### config.mk
export PLATFORM = sky130hd
export DESIGN_NAME = regfile_scoreboard
export DESIGN_NICKNAME = d
export VERILOG_FILES = /design/src/rtl/regfile_scoreboard.sv
export SDC_FILE = /design/constraint.sdc
export NUM_CORES = 2
export LEC_CHECK = 0
export ABC_CLOCK_PERIOD_IN_PS = 3400
export BUFFER_PORTS_ARGS = -buffer_cell sky130_fd_sc_hd__buf_2
export CORE_MARGIN = 2
export CORE_UTILIZATION = 45
export DETAILED_ROUTE_END_ITERATION = 10
export GPL_TIMING_DRIVEN = 0
export PLACE_DENSITY = 0.62
export RECOVER_POWER = 50
export SETUP_SLACK_MARGIN = 0.05
export SYNTH_ARGS = -nofsm -noshare
export SYNTH_HDL_FRONTEND = slang
export SYNTH_SLANG_ARGS = --single-unit
### constraint.sdc
create_clock -name clk -period 3.4 [get_ports clk]
set_input_delay 0.34 -clock clk [delete_from_list [all_inputs] [get_ports clk]]
set_output_delay 0.34 -clock clk [all_outputs]
set_load 0.005 [all_outputs]
### src/rtl/regfile_scoreboard.sv
// regfile_scoreboard
//   Architectural register file with two combinational read ports, one
//   writeback port and a per-register pending (scoreboard) bit that marks
//   registers whose producer has issued but not yet written back.
//
//   Register 0 and addresses at or beyond NREG are hardwired: they read 0,
//   never report busy, and ignore writes and issues.
//
//   Optional feature macro: REGFILE_BYPASS_EN
//     defined   -> a same-cycle writeback is forwarded to the read ports
//                  (data and busy), so a consumer sees the value immediately.
//     undefined -> reads reflect stored contents only; a written value
//                  becomes visible the cycle after the writeback edge.
module regfile_scoreboard #(
  parameter int XLEN = 32,
  parameter int NREG = 32,
  parameter int AW   = 5
) (
  input  logic            clk,
  input  logic            rst,
  input  logic [AW-1:0]   rs1_addr,
  input  logic [AW-1:0]   rs2_addr,
  output logic [XLEN-1:0] rd1_data,
  output logic [XLEN-1:0] rd2_data,
  input  logic            we,
  input  logic [AW-1:0]   wr_addr,
  input  logic [XLEN-1:0] wr_data,
  input  logic            issue_valid,
  input  logic [AW-1:0]   issue_rd,
  output logic            rs1_busy,
  output logic            rs2_busy
);

  // Width needed to index the NREG storage entries.
  localparam int IW = (NREG > 1) ? $clog2(NREG) : 1;

  // Stored state: data per register and one pending bit per register.
  // Entry 0 exists only to keep indexing uniform; it is never written.
  logic [XLEN-1:0] regs_q    [NREG];
  logic [XLEN-1:0] regs_d    [NREG];
  logic [NREG-1:0] pending_q;
  logic [NREG-1:0] pending_d;

  // An address names a real, writable register: nonzero and below NREG.
  function automatic logic addr_legal(input logic [AW-1:0] a);
    return (a != '0) && (int'(a) < NREG);
  endfunction

  // Storage index of an address; only meaningful when addr_legal(a).
  function automatic logic [IW-1:0] addr_idx(input logic [AW-1:0] a);
    return a[IW-1:0];
  endfunction

  logic wr_legal;
  logic iss_legal;

  // Qualify the writeback and issue requests against the hardwired addresses.
  always_comb begin
    wr_legal  = we && addr_legal(wr_addr);
    iss_legal = issue_valid && addr_legal(issue_rd);
  end

  // Next-state data: a legal writeback replaces exactly one register.
  always_comb begin
    // NOTE: every always_comb output gets a full default first so that no
    // path leaves it unassigned; that is what keeps latches from appearing.
    for (int i = 0; i < NREG; i++) begin
      regs_d[i] = regs_q[i];
    end
    if (wr_legal) begin
      regs_d[addr_idx(wr_addr)] = wr_data;
    end
  end

  // Next-state scoreboard: writeback clears, issue sets. The issue is applied
  // last so a same-edge issue to the written register keeps it pending
  // (the newly issued producer owns the register).
  always_comb begin
    pending_d = pending_q;
    if (wr_legal) begin
      pending_d[addr_idx(wr_addr)] = 1'b0;
    end
    if (iss_legal) begin
      pending_d[addr_idx(issue_rd)] = 1'b1;
    end
  end

  // State update with synchronous reset; reset wins over writeback and issue.
  always_ff @(posedge clk) begin
    if (rst) begin
      // NOTE: the storage array is reset entry by entry because the register
      // file must read 0 after reset; this makes it a flop array, not a RAM.
      for (int i = 0; i < NREG; i++) begin
        regs_q[i] <= '0;
      end
      pending_q <= '0;
    end else begin
      // NOTE: sequential state uses non-blocking assignments so every flop
      // samples pre-edge values regardless of statement order.
      for (int i = 0; i < NREG; i++) begin
        regs_q[i] <= regs_d[i];
      end
      pending_q <= pending_d;
    end
  end

  // Stored view of each read port: hardwired addresses read 0 and not busy.
  logic            rs1_legal;
  logic            rs2_legal;
  logic [XLEN-1:0] rs1_stored;
  logic [XLEN-1:0] rs2_stored;
  logic            rs1_pend;
  logic            rs2_pend;

  // Look up stored data and pending bit for both read addresses.
  always_comb begin
    rs1_legal  = addr_legal(rs1_addr);
    rs2_legal  = addr_legal(rs2_addr);
    rs1_stored = '0;
    rs2_stored = '0;
    rs1_pend   = 1'b0;
    rs2_pend   = 1'b0;
    if (rs1_legal) begin
      rs1_stored = regs_q[addr_idx(rs1_addr)];
      rs1_pend   = pending_q[addr_idx(rs1_addr)];
    end
    if (rs2_legal) begin
      rs2_stored = regs_q[addr_idx(rs2_addr)];
      rs2_pend   = pending_q[addr_idx(rs2_addr)];
    end
  end

`ifdef REGFILE_BYPASS_EN
  logic rs1_hit;
  logic rs2_hit;
  logic rs1_reissue;
  logic rs2_reissue;

  // Forward a same-cycle writeback to matching read ports. Busy drops with
  // the forwarded value unless a new producer issues to that register in the
  // same cycle, in which case busy keeps following the stored pending bit.
  always_comb begin
    rs1_hit     = wr_legal && (wr_addr == rs1_addr);
    rs2_hit     = wr_legal && (wr_addr == rs2_addr);
    rs1_reissue = iss_legal && (issue_rd == rs1_addr);
    rs2_reissue = iss_legal && (issue_rd == rs2_addr);

    rd1_data = rs1_hit ? wr_data : rs1_stored;
    rd2_data = rs2_hit ? wr_data : rs2_stored;
    rs1_busy = (rs1_hit && !rs1_reissue) ? 1'b0 : rs1_pend;
    rs2_busy = (rs2_hit && !rs2_reissue) ? 1'b0 : rs2_pend;
  end
`else
  // Without forwarding the ports show stored contents and stored busy only.
  always_comb begin
    rd1_data = rs1_stored;
    rd2_data = rs2_stored;
    rs1_busy = rs1_pend;
    rs2_busy = rs2_pend;
  end
`endif

endmodule
==> results.ini <==
[yosys]
ys.flop_type = dfxtp_1
async_reset_ff_frac = 0
yosysWarningCount = 0
synth.distinct_cells = 45
synth_area_sq_um = 54000
syn_inst = 6011
synth_edf_count = 0
avgSynthCellArea_sq_um = 8.99
ys_ff_latch = 1056
yosysSeqAreaShare = 0.391
syn_nets = 6067

[grt]
antenna_found_initial = 13
grt_pass1_wl_um = 358000
grt_max_degree = 16
grt_pass1_vias = 48131
grt-ovfl-total = 0
gr-usage-all-layers = 0.414

[worst_setup_path]
cp_slowest_stage_delay_ns = 0.62
crit_type = input pin to output pin
cp.arrival_ns = 3.21
cp-start-kind = input pin
cp.required_ns = 3.06
crit_family = buffers and inverters
worstReg2RegStart = pending_q[23]
path_cells = buf_4 > inv_2 > buf_6 > buf_4 > buf_2 > o2111ai_1 > a311oi_4 > buf_2
cp_slowest_cell = a311oi_4
crit_fanout = 10
crit_start = rs1_addr[0]
crit_buf_inv = 6
crit_path_end_kind = output pin

[cts]
cts_sinks = 1056
cts_tree = done
clockRootBuffer = clkbuf_16
htreeDepth = 3
clkTransAtPathRegs_ns = 0.06
clock_latency_ns = 0.75
clk_path_buf_depth = 3
cts_buffers = 116

[timing]
setup_viol = 19
clock.fmax_mhz = 282
slew_headroom = 0.0633
skew_ns = 0
worstMarginPinSlew_ns = 1.41
hold_viol = 0
slew_viol_final = 0
period_needed_ns = 3.55
setup_slack_ns = -0.152
post-route-period-util = 1.04
grt_setup_unrepaired = yes

[floorplan]
die_x_um = 350
num_rows = 127
initial_core_util = 0.452
coreArea_sq_um = 119000
die_h_um = 350
dieArea_sq_um = 123000
num_io_pins = 122

[placement]
place_hpwl_um = 194000
dpl_worst_slack_ns = -0.734
routabilityCongestion = 1.04
portBuffers = 112

[layout]
fin_util = 0.514
n_fill_cell = 11375
seqCellArea_sq_um = 21100
n_antenna_cell = 0
drive_above_1_share = 0.179
final_common_cell = nand2_1
multi_input_area_sq_um = 30000
syn_to_final_growth_pct = 13.7
final_nets = 6330
mostFrequentLayoutCells = nand2_1, dfxtp_1, a21oi_1

[drt]
wl_per_cell_um = 32.5
first_pass_iters = 6
viasPerCell = 6.48
drtAntennaViolNets = 0
dr.first_iter.drc_count = 7871
drc = 0
vias = 51746
wirelength_um = 260000

[pwr]
p_leak_nw = 20.3
p_total_mw = 29.2
power_density_nw_per_um2 = 475
vdd_drop_max_v = 0.000449

[run_status]
status = complete, but fails checks
violations = negative setup slack

[min_path]
hold_path.class = input pin to flip-flop
hold_path_startpoint = issue_valid

[flow_run]
maxCapViolCount = 0

layout make-up:
type	instances	share of cell area
clock buffer	173	0.0567
clock inverter	42	0.00842
multi-input combinational	4332	0.489
sequential	1056	0.344
buffer	618	0.0536
tap	1612	0.0328
timing repair buffer	148	0.0149
inverter	2	0.000122
per-stage QoR:
| step | setup TNS, ns | cells | area (sq um) | hold WS (ns) |
|---|---|---|---|---|
| floorplan | 0 | 6011 | 54000 | 0.440 |
| detailed placement | -16.07 | 7735 | 56600 | 0.454 |
| finish | -0.950 | 7983 | 61400 | 0.165 |
| global route | 0 | 7983 | 61400 | 0.181 |
| global placement | -16.22 | 7735 | 56600 | 0.448 |
| CTS | -0.0156 | 7984 | 61200 | 0.116 |
synth_stat cells, types with 5 or more instances:
cell type | number | area (sq um)
a21oi_1 | 992 | 4960
mux4_2 | 433 | 9750
mux2_2 | 66 | 743
nor2b_1 | 104 | 651
nand3b_1 | 5 | 37.5
nor2_4 | 9 | 101
a221oi_1 | 45 | 394
a311oi_1 | 65 | 569
nor3b_1 | 5 | 37.5
buf_8 | 6 | 90.1
mux2i_1 | 132 | 1320
a22oi_1 | 95 | 713
o21ai_0 | 63 | 315
o2111ai_1 | 18 | 158
buf_2 | 126 | 631
buf_4 | 63 | 473
nor2_2 | 12 | 75.1
nand2_1 | 2053 | 7710
o21ai_1 | 51 | 255
dfxtp_1 | 1056 | 21100
a211oi_1 | 66 | 495
buf_6 | 59 | 664
mux4_1 | 29 | 762
nor2_1 | 48 | 180
clkbuf_1 | 358 | 1340
and3b_1 | 6 | 52.6
and2_1 | 6 | 37.5
where the power goes:
part	switching, mW	internal (mW)	leakage (nW)
Combinational	2.27	0.833	9.76
Sequential	0.0750	12.5	8.51
Clock	5.68	7.87	1.99
Total	8.03	21.2	20.3
worst min-delay path, stage by stage:
cell and delay [ns]:
buf_2 0.15, nand2_1 0.10, nor2_1 0.10, a22oi_1 0.15
nor2_1 0.05
final timing paths:
kind                        end  slack (ns)  depth (start not counted)
setup / recovery   rd1_data[18]       -0.15                          8
hold / removal    pending_q[22]        0.16                          5
setup reg to reg  pending_q[23]        2.17                          3
hold reg to reg   regs_q[5][24]        0.46                          2
sequential cells by signal, indices dropped and copies added (netlist names):
signal / count
regs_q: 1024
pending_q: 32
metal layers:
| metal | vias to the layer above | wire length, um | GRT usage |
|---|---|---|---|
| met5 | - | 50 | 0 |
| met4 | 8 | 18600 | 0.250 |
| met3 | 906 | 35000 | 0.131 |
| met2 | 3872 | 111000 | 0.616 |
| met1 | 25261 | 95400 | 0.526 |
| li1 | 21699 | - | - |
logic make-up (layout without fill, tap and decap cells):
logic type             Yosys count  in the layout  share of synthesized area
AO/OA/AOI/OAI                 1401           1401                      0.147
buffers and inverters          623            983                     0.0614
AND/OR/NAND/NOR               2271           2271                      0.167
flip-flops                    1056           1056                      0.391
multiplexers                   660            660                      0.233
timing repair:
action | in CTS | in global routing
endpoints found under the setup margin | 60 | 42
hold endpoints to repair | 34 | 0
hold buffers | 35 | 0
setup buffers | 0 | 0
pin swaps | 1 | 2
gates resized for setup | 63 | 38
Power figures use the tool's default switching activity.
